File: src/rtl/shift_deser_pkg.sv
// Shared types and limits for the shift_deser serial receiver.
package shift_pkg;

    localparam int unsigned MAX_WIDTH = 32;

    // Receiver frame states; StParity only reachable when PARITY_CHECK_EN is defined.
    typedef enum logic [1:0] {
        StIdle,
        StShift,
        StParity
    } state_e;

endpackage

File: src/rtl/shift_deser_if.sv
// Bus bundle for shift_deser: serial input side plus the word-level valid/ready output side.
// Macro PARITY_CHECK_EN adds the parity_err signal.
interface shift_deser_if
    import shift_pkg::*;
#(
    parameter int unsigned WIDTH = 4
);
    logic             sin_valid;
    logic             sin_bit;
    logic             sin_start;
    logic [WIDTH-1:0] dout;
    logic             dout_valid;
    logic             dout_ready;
    logic             overrun;
    logic             frame_err;
`ifdef PARITY_CHECK_EN
    logic             parity_err;
`endif

    // Producer of serial bits / consumer of words.
    modport master (
        output sin_valid,
        output sin_bit,
        output sin_start,
        output dout_ready,
`ifdef PARITY_CHECK_EN
        input  parity_err,
`endif
        input  dout,
        input  dout_valid,
        input  overrun,
        input  frame_err
    );

    // The receiver itself.
    modport slave (
        input  sin_valid,
        input  sin_bit,
        input  sin_start,
        input  dout_ready,
`ifdef PARITY_CHECK_EN
        output parity_err,
`endif
        output dout,
        output dout_valid,
        output overrun,
        output frame_err
    );

endinterface

File: src/rtl/shift_deser_obuf.sv
// Output word buffer for shift_deser: holds one completed word until the consumer takes it.
// Macro PARITY_CHECK_EN adds the parity error flag carried alongside the word.
module shift_deser_obuf #(
    parameter int unsigned WIDTH = 4
) (
    input  logic             clk_i,
    input  logic             rst_i,
    input  logic             load_i,
    input  logic [WIDTH-1:0] word_i,
`ifdef PARITY_CHECK_EN
    input  logic             perr_i,
    output logic             parity_err_o,
`endif
    input  logic             ready_i,
    output logic [WIDTH-1:0] dout_o,
    output logic             valid_o,
    output logic             overrun_o
);

    logic [WIDTH-1:0] dout_q, dout_d;
    logic             valid_q, valid_d;
    logic             overrun_q, overrun_d;
    logic             handoff;
`ifdef PARITY_CHECK_EN
    logic             perr_q, perr_d;
`endif

    assign handoff = valid_q & ready_i;

    // Next-state: accept a new word if the slot is empty or being emptied, else drop it.
    always_comb begin
        dout_d    = dout_q;
        valid_d   = valid_q;
        overrun_d = 1'b0;
`ifdef PARITY_CHECK_EN
        perr_d    = 1'b0;
`endif
        if (load_i) begin
            if (!valid_q || handoff) begin
                dout_d  = word_i;
                valid_d = 1'b1;
`ifdef PARITY_CHECK_EN
                perr_d  = perr_i;
`endif
            end else begin
                overrun_d = 1'b1;
            end
        end else if (handoff) begin
            valid_d = 1'b0;
        end
    end

    // Buffer registers with synchronous reset.
    always_ff @(posedge clk_i) begin
        if (rst_i) begin
            dout_q    <= '0;
            valid_q   <= 1'b0;
            overrun_q <= 1'b0;
`ifdef PARITY_CHECK_EN
            perr_q    <= 1'b0;
`endif
        end else begin
            dout_q    <= dout_d;
            valid_q   <= valid_d;
            overrun_q <= overrun_d;
`ifdef PARITY_CHECK_EN
            perr_q    <= perr_d;
`endif
        end
    end

    assign dout_o    = dout_q;
    assign valid_o   = valid_q;
    assign overrun_o = overrun_q;
`ifdef PARITY_CHECK_EN
    assign parity_err_o = perr_q;
`endif

endmodule

File: src/rtl/shift_deser.sv
// shift_deser: serial-in/parallel-out receiver, LSB first, double-buffered valid/ready output.
// Macro PARITY_CHECK_EN adds a trailing even-parity bit per frame and the parity_err output.
module shift_deser
    import shift_pkg::*;
#(
    parameter int unsigned WIDTH = 4
) (
    input logic          clk,
    input logic          rst,
    shift_deser_if.slave bus
);

    localparam int unsigned CntW = $clog2(WIDTH + 1);

    if (WIDTH < 2 || WIDTH > MAX_WIDTH) begin : gen_width_chk
        $error("shift_deser: WIDTH out of range");
    end

    state_e           state_q, state_d;
    logic [CntW-1:0]  cnt_q, cnt_d;
    logic [WIDTH-1:0] sreg_q, sreg_d;
    logic             ferr_q, ferr_d;
    logic [WIDTH-1:0] shifted;
    logic [WIDTH-1:0] word;
    logic             done;
    logic             perr;

    // New bits enter at the MSB so the first bit ends up in bit 0.
    assign shifted = {bus.sin_bit, sreg_q[WIDTH-1:1]};

    // Frame FSM: bit counting, restart on mid-frame start, word completion.
    always_comb begin
        state_d = state_q;
        cnt_d   = cnt_q;
        sreg_d  = sreg_q;
        ferr_d  = 1'b0;
        done    = 1'b0;
        word    = shifted;
        perr    = 1'b0;
        if (bus.sin_valid) begin
            unique case (state_q)
                StIdle: begin
                    if (bus.sin_start) begin
                        sreg_d  = shifted;
                        cnt_d   = CntW'(1);
                        state_d = StShift;
                    end
                end
                StShift: begin
                    sreg_d = shifted;
                    if (bus.sin_start) begin
                        ferr_d = 1'b1;
                        cnt_d  = CntW'(1);
                    end else if (cnt_q == CntW'(WIDTH - 1)) begin
                        cnt_d = '0;
`ifdef PARITY_CHECK_EN
                        state_d = StParity;
`else
                        done    = 1'b1;
                        state_d = StIdle;
`endif
                    end else begin
                        cnt_d = cnt_q + CntW'(1);
                    end
                end
                StParity: begin
                    if (bus.sin_start) begin
                        ferr_d  = 1'b1;
                        sreg_d  = shifted;
                        cnt_d   = CntW'(1);
                        state_d = StShift;
                    end else begin
                        // Data is already complete in sreg_q; this bit is the even parity.
                        done    = 1'b1;
                        word    = sreg_q;
                        perr    = bus.sin_bit ^ (^sreg_q);
                        state_d = StIdle;
                    end
                end
                default: state_d = StIdle;
            endcase
        end
    end

    // FSM, counter and shift register with synchronous reset.
    always_ff @(posedge clk) begin
        if (rst) begin
            state_q <= StIdle;
            cnt_q   <= '0;
            sreg_q  <= '0;
            ferr_q  <= 1'b0;
        end else begin
            state_q <= state_d;
            cnt_q   <= cnt_d;
            sreg_q  <= sreg_d;
            ferr_q  <= ferr_d;
        end
    end

    assign bus.frame_err = ferr_q;

`ifndef PARITY_CHECK_EN
    logic unused_perr;
    assign unused_perr = perr;
`endif

    shift_deser_obuf #(
        .WIDTH(WIDTH)
    ) u_obuf (
        .clk_i       (clk),
        .rst_i       (rst),
        .load_i      (done),
        .word_i      (word),
`ifdef PARITY_CHECK_EN
        .perr_i      (perr),
        .parity_err_o(bus.parity_err),
`endif
        .ready_i     (bus.dout_ready),
        .dout_o      (bus.dout),
        .valid_o     (bus.dout_valid),
        .overrun_o   (bus.overrun)
    );

endmodule

File: src/flat_wrapper.sv
// flat-port wrapper written by rule: the top's interface ports become plain ports
module shift_deser_flat import shift_pkg::*;
#(
    parameter int unsigned WIDTH = 4
)
  (clk, rst, bus_sin_valid, bus_sin_bit, bus_sin_start, bus_dout_ready, bus_dout, bus_dout_valid, bus_overrun, bus_frame_err);
  shift_deser_if #(.WIDTH(WIDTH)) bus_i ();
  input logic clk;
  input logic rst;
  input wire logic [$bits(bus_i.sin_valid)-1:0] bus_sin_valid;
  input wire logic [$bits(bus_i.sin_bit)-1:0] bus_sin_bit;
  input wire logic [$bits(bus_i.sin_start)-1:0] bus_sin_start;
  input wire logic [$bits(bus_i.dout_ready)-1:0] bus_dout_ready;
  output wire logic [$bits(bus_i.dout)-1:0] bus_dout;
  output wire logic [$bits(bus_i.dout_valid)-1:0] bus_dout_valid;
  output wire logic [$bits(bus_i.overrun)-1:0] bus_overrun;
  output wire logic [$bits(bus_i.frame_err)-1:0] bus_frame_err;
  assign bus_i.sin_valid = bus_sin_valid;
  assign bus_i.sin_bit = bus_sin_bit;
  assign bus_i.sin_start = bus_sin_start;
  assign bus_i.dout_ready = bus_dout_ready;
  assign bus_dout = bus_i.dout;
  assign bus_dout_valid = bus_i.dout_valid;
  assign bus_overrun = bus_i.overrun;
  assign bus_frame_err = bus_i.frame_err;
  shift_deser #(.WIDTH(WIDTH)) u_core (.clk(clk), .rst(rst), .bus(bus_i));
endmodule
File: config.mk
export PLATFORM = sky130hd
export DESIGN_NAME = shift_deser_flat
export DESIGN_NICKNAME = d
export VERILOG_FILES = /design/src/rtl/shift_deser_pkg.sv /design/src/rtl/shift_deser_if.sv /design/src/rtl/shift_deser_obuf.sv /design/src/rtl/shift_deser.sv /design/src/flat_wrapper.sv
export SDC_FILE = /design/constraint.sdc
export NUM_CORES = 1
export LEC_CHECK = 0
export ABC_AREA = 1
export CAP_MARGIN = 20
export CELL_PAD_IN_SITES_DETAIL_PLACEMENT = 1
export CELL_PAD_IN_SITES_GLOBAL_PLACEMENT = 2
export CORE_MARGIN = 3
export CORE_UTILIZATION = 28
export CTS_CLUSTER_SIZE = 16
export DETAILED_ROUTE_END_ITERATION = 6
export PLACE_DENSITY_LB_ADDON = 0.25
export SLEW_MARGIN = 20
export SYNTH_ARGS = -nofsm -noshare
export SYNTH_HDL_FRONTEND = slang
export SYNTH_SLANG_ARGS = --single-unit
export TNS_END_PERCENT = 100
File: constraint.sdc
create_clock -name clk -period 2.7 [get_ports clk]
set_clock_uncertainty 0.2 [all_clocks]
set_input_delay 0.675 -clock clk [delete_from_list [all_inputs] [get_ports clk]]
set_output_delay 0.675 -clock clk [all_outputs]
set_load 0.05 [all_outputs]
After elaboration in Yosys (flattened, before gate mapping). Cells that the tools add are included. W data, S select, Z words.

$add $sub $neg: 1. Multipliers: 0. Divide/modulo/power cells: 0. Magnitude comparators: 0. Equality and inequality tests: 8. Shifts and indexed selects: 0. Mux-type cells: 23. Bitwise operators: 4. Reduce and logical (&&, ||, !) cells: 14.

Operators with widths (number): $mux W4 (3); $mux W1 (10); $mux W3 (3); $pmux W4 S2 (1); $mux W2 (3); $ne A2 B2 Y1 const B (3); $pmux W2 S3 (1); $pmux W3 S2 (1); $reduce_and A2 Y1 (3); $reduce_or A2 Y1 (3); $ne A2 B1 Y1 const B (2); $reduce_and A4 Y1 (1); $reduce_bool A2 Y1 (2); $add A3 B1 Y3 const B (1); $eq A3 B2 Y1 const B (1); $not A1 Y1 (3); $reduce_and A3 Y1 (1); $reduce_or A3 Y1 (1); $eq A2 B1 Y1 const B (1); $eq A2 B2 Y1 const B (1); $logic_not A2 Y1 (1); $pmux W1 S2 (1); $and A1 B1 Y1 (1); $logic_not A1 Y1 (1); $logic_or A1 B1 Y1 (1).

Bits in registers: 16. Bits in latches: 0. RAM bits: 0. Bits in read-only memories: 0. Output and inout port bits: 7. Logic and storage cells: 57. Memories kept: 0.

Longest topological paths before layout.
Word-level depth: 7. Gate-level depth with buffers: 7. Depth with buffers taken out: 7.

Hierarchy. From an unflattened synthesis, not the netlist that was laid out.

Cell total of the unflattened synthesis: 78. Area, all modules: 579.3 um^2.

Modules (own cells, without submodules): shift_deser (instances 1, cells each 45, area each 329.1 um^2, sequential area each 160.2 um^2); shift_deser_obuf (instances 1, cells each 33, area each 250.2 um^2, sequential area each 120.1 um^2).

Worst setup path after synthesis. No wires, ideal clock.

Path type: register -> output. Start: register u_core.u_obuf.valid_q (netlist: u_core.u_obuf.valid_o). End: output bus_dout_valid. Arrival time: 0.603 ns. Required time: 1.825 ns. Setup slack: 1.222 ns. Stages on the path, launching flop included: 1. Buffers on the path: 0. Path through: dfxtp_1.

RTL lines: start, declared (line shift_deser_obuf.sv:21) `logic valid_q, valid_d;`; start signal, assigned (line shift_deser_obuf.sv:64) `valid_q <= valid_d;`; end, declared (line flat_wrapper.sv:15) `output wire logic [$bits(bus_i.dout_valid)-1:0] bus_dout_valid;`.

No word-level cell between the ends.

Final worst setup path.
Start: register u_core.u_obuf.valid_q (netlist: u_core.u_obuf.valid_o). End: output bus_dout_valid.

No word-level cell between the ends.

==> results.json <==
{
  "rows": 16,
  "grtUsageTotal": 0.112,
  "viasPerCell": 4.34,
  "netlist_area_um2": 597,
  "cts_tree": "built",
  "hold_viol_final": 0,
  "die-area_um2": 2720,
  "synth.area.top_cells": "dfxtp_1, inv_1, nand2_1, a21oi_1, nor2_1",
  "antenna_found_initial": 0,
  "first_iter_violations": 11,
  "finalCritPeriodShare": 0.852,
  "r2r-start": "u_core.cnt_q[0]$_SDFFE_PP0P_",
  "max_freq_mhz": 435,
  "chipWidth_um": 52.2,
  "status": "complete, no violations",
  "drtPass1Iterations": 4,
  "reg2reg_slack_ps": 1270,
  "dpl.cell_count": 119,
  "gp_congestion": 0.670,
  "layout.cells.most_common_list": "inv_1, nand2_1, dfxtp_1",
  "holdPathStages": 2,
  "yosysUniqueCellTypes": 14,
  "comb_power_share": 0.093,
  "diodes": 0,
  "finalSetupViolCount": 0,
  "grt_max_degree": 11,
  "critPathMaxStageDelay_ps": 810,
  "worst-slew-pin-transition_ps": 505,
  "cts_resized": 0,
  "hold_end": "u_core.bus.frame_err$_SDFF_PP0_",
  "drive_gt1_frac": 0.0737,
  "min_path_type": "reg2reg",
  "fin_tns_setup_ps": 0,
  "fill_cells": 254,
  "clockBufferDepth": 2,
  "final_antenna_net_count": 0,
  "power_switching_mw": 0.0882,
  "end_kind": "output port",
  "rr_worst_depth": 7,
  "wl_per_cell_um": 10.4,
  "switching_share": 0.240,
  "seqPwrFrac": 0.590,
  "rsz0062_at_grt": "false",
  "grt_pass1_vias": 500,
  "core_area_um2": 1980,
  "synth_seq_area_share": 0.470,
  "path_cells": "clkdlybuf4s50_1",
  "cts_setup_buffers": 0,
  "cts.sinks": 14,
  "rr_endpoint": "u_core.u_obuf.dout_o[3]$_SDFFE_PP0P_",
  "syn_inst": 80,
  "slew_headroom": 0.662,
  "arrival_ps": 1430,
  "critical_path_class": "reg2out",
  "critPathBufInv": 1,
  "layout_min_cycle_time_ps": 2300,
  "die_h_um": 52.2,
  "syn-num-nets": 87,
  "slew_viol_final": 0,
  "power_frac_clock": 0.317,
  "crit_family": "buffers and inverters",
  "hpwl_um": 977,
  "cts-htree-levels": 1,
  "numCtsBuffers": 3,
  "initial_core_util": 0.301,
  "nets": 104,
  "synth_top_area_share": 0.470,
  "ys_warn_count": 0,
  "start_kind": "register",
  "clockRootBuffer": "clkbuf_4",
  "final_common_cell": "inv_1",
  "hp-start": "u_core.state_q[0]$_SDFFE_PP0P_",
  "hold_buffers": 0,
  "synthToLayoutAreaGrowth_pct": 29.6,
  "pwr_density_cell_nw_per_um2": 475,
  "portBuffers": 12,
  "synth_largest_area_cell": "dfxtp_1",
  "num_io_pins": 13,
  "drt_wl_total_um": 1260,
  "crit_slowest_cell": "clkdlybuf4s50_1",
  "drcViolationCount": 0,
  "critPathRequiredTime_ps": 1820,
  "cap_violations": 0,
  "clkLatencyLatePin_ps": 270,
  "final_cells": 122,
  "avgSynthCellArea_um2": 7.46,
  "path_clk_slew_ps": 80,
  "grt.overflow.total": 0,
  "ys_seq_elements": 14,
  "p_int_mw": 0.279,
  "grt_pass1_wl_um": 2190,
  "peakVddDrop_mv": 0.208,
  "crit_path_max_fanout": 2,
  "cellLeakagePower_nw": 0.325,
  "routed-via-count": 530
}
## registers in the layout (all words and copies together) (netlist names)
| name | flops |
|---|---|
| u_core.cnt_q | 3 |
| u_core.sreg_q | 3 |
| u_core.u_obuf.dout_o | 4 |
| u_core.bus.frame_err | 1 |
| u_core.u_obuf.overrun_o | 1 |
| u_core.state_q | 1 |
| u_core.u_obuf.valid_o | 1 |
## metrics by stage
step | worst slack (ps) | total power [mW] | util | hold WS (ps) | instance area [um2]
after detailed placement | 594 | 0.256 | 0.379 | 269 | 751
after global routing | 349 | 0.396 | 0.390 | 310 | 773
after floorplan | 1220 | 0.241 | - | 241 | 597
after global placement | 610 | 0.255 | 0.379 | 266 | 751
final | 399 | 0.367 | 0.390 | 277 | 773
after CTS | 396 | 0.374 | 0.390 | 282 | 773
## cells in the mapped netlist
cell type  count
nand2_2        1
ha_1           1
nand3_4        1
nand3_1        2
nor3_1         1
nand4_1        4
nand2_1       16
o21ai_0        4
clkinv_1       1
inv_1         17
nor2_4         2
nor2_1         8
a21oi_1        8
dfxtp_1       14
## power groups by stage
stage               Clock (mW)  Combinational [mW]  Sequential (mW)
global route             0.139              0.0390            0.218
detailed placement           0              0.0344            0.222
CTS                      0.122              0.0346            0.217
finish                   0.116              0.0340            0.217
floorplan                    0              0.0194            0.221
global placement             0              0.0337            0.221
## worst max path at each step
stage / start / cells after the start / slack (ps) / end
final: u_core.u_obuf.valid_o$_SDFFE_PP0P_ / 1 / 400 / bus_dout_valid
after floorplan: u_core.u_obuf.valid_o$_SDFFE_PP0P_ / 0 / 1220 / bus_dout_valid
after CTS: u_core.u_obuf.valid_o$_SDFFE_PP0P_ / 1 / 400 / bus_dout_valid
after global routing: u_core.u_obuf.valid_o$_SDFFE_PP0P_ / 1 / 350 / bus_dout_valid
after global placement: bus_sin_valid / 7 / 610 / u_core.u_obuf.dout_o[2]$_SDFFE_PP0P_
after detailed placement: bus_sin_valid / 7 / 590 / u_core.u_obuf.dout_o[3]$_SDFFE_PP0P_
## final cells by class
cell class / count / area (um2) / area share
timing repair buffer: 12 / 120 / 0.155
inverter: 18 / 67.6 / 0.0874
tap: 27 / 33.8 / 0.0437
sequential: 14 / 280 / 0.362
clock buffer: 3 / 22.5 / 0.0291
multi-input combinational: 48 / 249 / 0.322
## cells by family (layout without fill, tap and decap cells)
family,count (synthesis),in the layout,share of synthesized area
adder cells (fa/ha/maj),1,1,0.0210
buffers and inverters,18,33,0.113
AO/OA/AOI/OAI,12,12,0.101
flip-flops,14,14,0.470
AND/OR/NAND/NOR,35,35,0.296
## routing by layer
layer  GRT usage  routed length [um]  share of wire
met1       0.149                 631           0.50
met5           0                   0              0
met4      0.0638                  10         0.0079
met2       0.157                 568           0.45
met3      0.0342                  52          0.041
Note: power is estimated with default switching activity, not from simulation.
